`src/rtl/msrh_cmt_tracker.sv`:
```
// Commit tracker for the msrh core: in-order retirement of dispatch groups,
// with per-slot done tracking, exception flush and old-rd release at commit.
module msrh_cmt_tracker #(
    parameter int DISP_SIZE      = 2,
    parameter int CMT_ENTRY_SIZE = 16,
    parameter int CMT_BUS_SIZE   = 2,
    parameter int RNID_W         = 6,
    localparam int CMT_ID_W      = $clog2(CMT_ENTRY_SIZE) + 1,
    localparam int GRP_ID_W      = (DISP_SIZE > 1) ? $clog2(DISP_SIZE) : 1
) (
    input  logic                             i_clk,
    input  logic                             i_reset_n,
    input  logic                             i_disp_valid,
    input  logic [DISP_SIZE-1:0]             i_disp_grp_valid,
    input  logic [DISP_SIZE-1:0]             i_disp_old_rd_valid,
    input  logic [DISP_SIZE*RNID_W-1:0]      i_disp_old_rd_rnid,
    output logic                             o_disp_ready,
    output logic [CMT_ID_W-1:0]              o_new_cmt_id,
    input  logic [CMT_BUS_SIZE-1:0]          i_done_valid,
    input  logic [CMT_BUS_SIZE*CMT_ID_W-1:0] i_done_cmt_id,
    input  logic [CMT_BUS_SIZE*GRP_ID_W-1:0] i_done_grp_id,
    input  logic [CMT_BUS_SIZE-1:0]          i_done_except,
    output logic                             o_commit_valid,
    output logic [CMT_ID_W-1:0]              o_commit_cmt_id,
    output logic [DISP_SIZE-1:0]             o_commit_grp_valid,
    output logic [DISP_SIZE-1:0]             o_commit_old_rd_valid,
    output logic [DISP_SIZE*RNID_W-1:0]      o_commit_old_rd_rnid,
    output logic                             o_flush_valid,
    output logic [CMT_ID_W-1:0]              o_flush_cmt_id
);
    localparam int                  IDX_W    = CMT_ID_W - 1;
    localparam logic [CMT_ID_W-1:0] FULL_CNT = CMT_ID_W'(CMT_ENTRY_SIZE);
    localparam logic [GRP_ID_W:0]   SLOT_LIM = (GRP_ID_W + 1)'(DISP_SIZE);

    logic [CMT_ID_W-1:0] head, tail, count;
    logic                flush_pending;

    logic [CMT_ENTRY_SIZE-1:0]                       ent_valid;
    logic [CMT_ENTRY_SIZE-1:0][CMT_ID_W-1:0]         ent_id;
    logic [CMT_ENTRY_SIZE-1:0][DISP_SIZE-1:0]        ent_grp;
    logic [CMT_ENTRY_SIZE-1:0][DISP_SIZE-1:0]        ent_done;
    logic [CMT_ENTRY_SIZE-1:0][DISP_SIZE-1:0]        ent_except;
    logic [CMT_ENTRY_SIZE-1:0][DISP_SIZE-1:0]        ent_old_vld;
    logic [CMT_ENTRY_SIZE-1:0][DISP_SIZE*RNID_W-1:0] ent_old_rnid;

    logic [IDX_W-1:0] head_idx, tail_idx;
    assign head_idx = head[IDX_W-1:0];
    assign tail_idx = tail[IDX_W-1:0];

    logic                 disp_fire, commit_fire, flush_fire;
    logic [DISP_SIZE-1:0] h_done, h_except, retire;
    logic                 head_ready, exc_seen;

    assign h_done   = ent_done[head_idx];
    assign h_except = ent_except[head_idx];

    // Head is ready once every slot up to and including the first excepting
    // one is done; only slots strictly below that exception retire.
    always_comb begin
        head_ready = 1'b1;
        exc_seen   = 1'b0;
        retire     = '0;
        for (int s = 0; s < DISP_SIZE; s++) begin
            if (!exc_seen && !h_done[s]) head_ready = 1'b0;
            exc_seen  = exc_seen | h_except[s];
            retire[s] = !exc_seen;
        end
    end

    assign commit_fire = ent_valid[head_idx] && head_ready && !flush_pending;
    assign flush_fire  = commit_fire && (|h_except);

    assign o_disp_ready = (count != FULL_CNT) && !flush_pending;
    assign disp_fire    = i_disp_valid && (|i_disp_grp_valid) && o_disp_ready;
    assign o_new_cmt_id = tail;

    assign o_commit_valid        = commit_fire;
    assign o_commit_cmt_id       = commit_fire ? head : '0;
    assign o_commit_grp_valid    = commit_fire ? (ent_grp[head_idx] & retire) : '0;
    assign o_commit_old_rd_valid = o_commit_grp_valid & ent_old_vld[head_idx];
    assign o_commit_old_rd_rnid  = commit_fire ? ent_old_rnid[head_idx] : '0;
    assign o_flush_valid         = flush_fire;
    assign o_flush_cmt_id        = flush_fire ? head : '0;

    logic [CMT_BUS_SIZE-1:0][CMT_ID_W-1:0]    rep_id;
    logic [CMT_BUS_SIZE-1:0][GRP_ID_W-1:0]    rep_slot;
    logic [CMT_BUS_SIZE-1:0]                  rep_hit;
    logic [CMT_ENTRY_SIZE-1:0][DISP_SIZE-1:0] done_set, exc_set;

    // A report must match the full stored id so a stale, wrapped id is dropped.
    generate
        for (genvar c = 0; c < CMT_BUS_SIZE; c++) begin : g_rep
            assign rep_id[c]   = i_done_cmt_id[c*CMT_ID_W +: CMT_ID_W];
            assign rep_slot[c] = i_done_grp_id[c*GRP_ID_W +: GRP_ID_W];
            assign rep_hit[c]  = i_done_valid[c] && !flush_fire
                              && ent_valid[rep_id[c][IDX_W-1:0]]
                              && (ent_id[rep_id[c][IDX_W-1:0]] == rep_id[c])
                              && ({1'b0, rep_slot[c]} < SLOT_LIM);
        end
    endgenerate

    always_comb begin
        done_set = '0;
        exc_set  = '0;
        for (int c = 0; c < CMT_BUS_SIZE; c++) begin
            if (rep_hit[c]) begin
                done_set[rep_id[c][IDX_W-1:0]][rep_slot[c]] = 1'b1;
                exc_set[rep_id[c][IDX_W-1:0]][rep_slot[c]] =
                    exc_set[rep_id[c][IDX_W-1:0]][rep_slot[c]] | i_done_except[c];
            end
        end
    end

    always_ff @(posedge i_clk or negedge i_reset_n) begin
        if (!i_reset_n) begin
            head          <= '0;
            tail          <= '0;
            count         <= '0;
            flush_pending <= 1'b0;
            ent_valid     <= '0;
            ent_id        <= '0;
            ent_grp       <= '0;
            ent_done      <= '0;
            ent_except    <= '0;
            ent_old_vld   <= '0;
            ent_old_rnid  <= '0;
        end else if (flush_pending) begin
            // head already points past the excepting group
            ent_valid     <= '0;
            tail          <= head;
            count         <= '0;
            flush_pending <= 1'b0;
        end else begin
            ent_done   <= ent_done | done_set;
            ent_except <= ent_except | exc_set;
            if (disp_fire) begin
                ent_valid[tail_idx]    <= 1'b1;
                ent_id[tail_idx]       <= tail;
                ent_grp[tail_idx]      <= i_disp_grp_valid;
                ent_done[tail_idx]     <= ~i_disp_grp_valid;
                ent_except[tail_idx]   <= '0;
                ent_old_vld[tail_idx]  <= i_disp_old_rd_valid;
                ent_old_rnid[tail_idx] <= i_disp_old_rd_rnid;
                tail                   <= tail + 1'b1;
            end
            if (commit_fire) begin
                ent_valid[head_idx] <= 1'b0;
                head                <= head + 1'b1;
            end
            if (flush_fire) flush_pending <= 1'b1;
            if (disp_fire && !commit_fire)      count <= count + 1'b1;
            else if (!disp_fire && commit_fire) count <= count - 1'b1;
        end
    end

endmodule

```
`config.mk`:
```
export PLATFORM = sky130hd
export DESIGN_NAME = msrh_cmt_tracker
export DESIGN_NICKNAME = d
export VERILOG_FILES = /design/src/rtl/msrh_cmt_tracker.sv
export SDC_FILE = /design/constraint.sdc
export NUM_CORES = 1
export LEC_CHECK = 0
export BUFFER_PORTS_ARGS = -buffer_cell sky130_fd_sc_hd__buf_2
export CAP_MARGIN = 20
export CORE_MARGIN = 2
export CORE_UTILIZATION = 45
export DETAILED_ROUTE_END_ITERATION = 10
export SYNTH_ARGS = -nofsm -noshare
export SYNTH_HDL_FRONTEND = slang
export SYNTH_SLANG_ARGS = --single-unit
```
`constraint.sdc`:
```
create_clock -name i_clk -period 3.9 [get_ports i_clk]
set_input_delay 0.39 -clock i_clk [delete_from_list [all_inputs] [get_ports i_clk]]
set_output_delay 0.39 -clock i_clk [all_outputs]
set_load 0.01 [all_outputs]
```
==> results.tsv <==
metric	value	unit
DR WL/cell	25.84	um
TritonCTS clock tree	done	
HPWL after DPL	46290	um
CP endpoint kind	primary output	
design area	25350	um2
All-Layer GR Usage	28.25	%
async set-or-reset flop fraction in the synthesized netlist	100.0	%
critical path class	flop to primary output	
met3 wire len	5160	um
Post-Syn Area per Cell	11.36	um2
final worst slack	0.03126	ns
Vias	16550	
Util after Layout	51.79	%
grt total ovfl	0	
initial antenna violation count	4	
RSZ-0062 raised after global routing	true	
Synth Cell Area	22330	um2
Arrival @ worst endpoint	3.48	ns
worst hold path class	input pin to flop	
maximum clock insertion buffer count	3	
Port Buf Inserts	68	
H-tree levels	2	
gpl congestion	0.9247	
final hold vios	0	
filler instances	4315	
fin crit share	99.20	%
latest clock arrival within the worst-skew pair	0.62	ns
wl on met1	30800	um
Area growth, synth to finish	13.54	%
Post-synth top flop	dfrtp_1	
syn_nets	2013	
Clock Pin Slew Worst Setup and Hold Paths	0.06	ns
Fin Hold WS	0.1197	ns
number of flops mapped to enable cells by yosys	0	
# rows	81	
metal2 WL	31660	um
Detail Route Antenna Nets	0	
first-pass GRT wire length	107700	um
Max Cap Violations	0	
initial core utilization	45.61	%
max-slew violations	0	
CP startpoint kind	flop	
leakage power	11.34	nW
crit path max fanout	33	
Die Y-Extent	226.8	um
worst slew pin tran	1.066	ns
Crit path required time	3.51	ns
flops & latches, synth	432	
Num Clock Sinks	432	
Die X	226.8	um
core area	48950	um2
drt drc	0	
Pwr Density	774.2	nW/um2
power after layout	19.63	mW
CTS buffer count	48	
largest net degree at the start of global routing	116	
# nets final	2058	
drt pass-1 iters	5	
number of global-route vias before repair	16600	
Final Skew	0.03728	ns
Die ar.	51420	um2
Seq/Total Area, Yosys	48.42	%
drt total wl	70200	um
Root Buffer	clkbuf_16	
Ports	69	
worst slack, placed	0.1487	ns
Distinct cells, synth	75	
Peak VDD IR	0.4814	mV
Mapped Cells	1966	
f_max	258.5	MHz
Slew HR	28.93	%
placed cell area	23670	um2
synth warn	0	
Detailed Route Iter0 Violations	1878	
proportion of layout cells with a drive suffix above 1	31.11	%
final setup violation count	0	
routed vias/inst	6.095	
fin crit period	3.869	ns
DR top layer	met5	
status	completed	
repair_timing:
action                     CTS  global route
setup endpoints to repair   21             2
hold buffers                 1             0
resized for setup            7             1
setup buffers                1             1
hold endpoints to repair   102             0
pin swaps                    1             0
cloned                       1             0
report_power, final:
part / switching, mW / total (mW) / internal [mW]
clock network: 1.95 / 4.59 / 2.64
logic: 3.54 / 7.24 / 3.71
registers: 1.38 / 7.79 / 6.41
metal layers:
| metal | vias up | track usage (%) |
|---|---|---|
| li1 | 7196 | - |
| met1 | 8530 | 40.98 |
| met2 | 677 | 42.39 |
| met3 | 146 | 5.093 |
| met4 | 4 | 10.57 |
| met5 | - | 0 |
flip-flops by register name, summed over array words and instances, names as in the netlist, 5 cells and up:
| register | cells |
|---|---|
| ent_valid | 16 |
| head | 5 |
| ent_done | 32 |
| ent_id | 80 |
| ent_except | 32 |
| o_new_cmt_id | 5 |
| ent_old_rnid | 192 |
| count | 5 |
| ent_old_vld | 32 |
| ent_grp | 32 |
final timing paths:
kind / slack [ns] / depth (start not counted) / end / startpoint
setup reg to reg: 0.32 / 12 / count[4] / head[0]
max in group asynchronous: 2.34 / 3 / ent_old_rnid[182] / i_reset_n
setup / recovery: 0.03 / 8 / o_commit_old_rd_valid[0] / head[1]
hold / removal: 0.12 / 3 / ent_old_rnid[38] / i_disp_old_rd_rnid[2]
min in group asynchronous: 0.46 / 2 / ent_id[67] / i_reset_n
hold reg to reg: 0.46 / 1 / ent_id[22] / ent_id[22]
cells in the final DEF, fill, tap and decap left out, types with 48 or more instances in the layout:
cell type	netlist	layout
dfrtp_1	432	429
nand2_1	309	309
mux2_2	223	223
mux4_2	107	107
o21ai_0	83	83
buf_4	8	81
inv_1	67	67
buf_2	31	67
nor2_1	68	63
clkbuf_16	0	48
Yosys cell counts, drive strengths merged, types with 5 or more instances:
cell type	count	area [um2]
nor2b	28	175.2
nor4	15	100.1
o211ai	9	67.56
nor2	70	267.8
nand2	309	1160
o311ai	7	61.31
a22oi	12	95.09
and2	34	212.7
ha	11	137.6
nand3	34	170.2
inv	67	251.5
a32oi	6	52.55
a2bb2oi	9	78.83
mux4	116	2646
dfrtp	432	10810
o31ai	9	72.57
nand4	21	131.4
clkbuf	109	409.1
or2	23	143.9
a21o	7	52.55
a21oi	46	234.0
mux2i	19	190.2
a311oi	9	78.83
mux2	223	2511
nand2b	7	43.79
a211oi	21	157.7
and3	22	137.6
buf	61	339.1
xor2	8	70.07
a31oi	39	244.0
xnor2	9	78.83
nor3	21	105.1
a211o	5	43.79
or4	11	86.33
o21ai	83	415.4
layout make-up:
cell class / count / area (um2) / share of cell area [%]
Clock inverter: 21 / 220.2 / 0.8687
Inverter: 69 / 259.0 / 1.022
Multi-Input combinational cell: 1296 / 10620 / 41.87
Timing Repair Buffer: 164 / 1214 / 4.788
Tap cell: 664 / 830.8 / 3.277
Sequential cell: 432 / 10820 / 42.68
Clock buffer: 69 / 1390 / 5.483
Antenna cell: 1 / 2.502 / 0.009871
kinds of logic (layout without fill, tap and decap cells):
| group | after synthesis | after routing | share of synthesized area [%] |
|---|---|---|---|
| AO/OA/AOI/OAI | 292 | 292 | 8.675 |
| XOR/XNOR | 17 | 17 | 0.6669 |
| adder cells (fa/ha/maj) | 12 | 12 | 0.7061 |
| buffers and inverters | 239 | 323 | 4.511 |
| flip-flops | 432 | 432 | 48.42 |
| multiplexers | 358 | 358 | 23.95 |
| other | 0 | 1 | 0 |
| AND/OR/NAND/NOR | 616 | 617 | 13.07 |
critical path, cell delays in order (launching register included):
cell,delay (ns)
dfrtp_4,0.64
buf_4,0.30
buf_6,0.37
mux4_2,0.28
mux4_2,0.24
nor4b_2,0.55
buf_4,0.23
and2_1,0.11
buf_2,0.12
metrics by stage:
stage / TNS (ns) / cells
CTS: 0 / 2714
floorplan: 0 / 1966
global route: -0.03524 / 2716
detailed placement: 0 / 2621
global placement: 0 / 2621
finish: 0 / 2716
(Power assumes the default switching activity.)
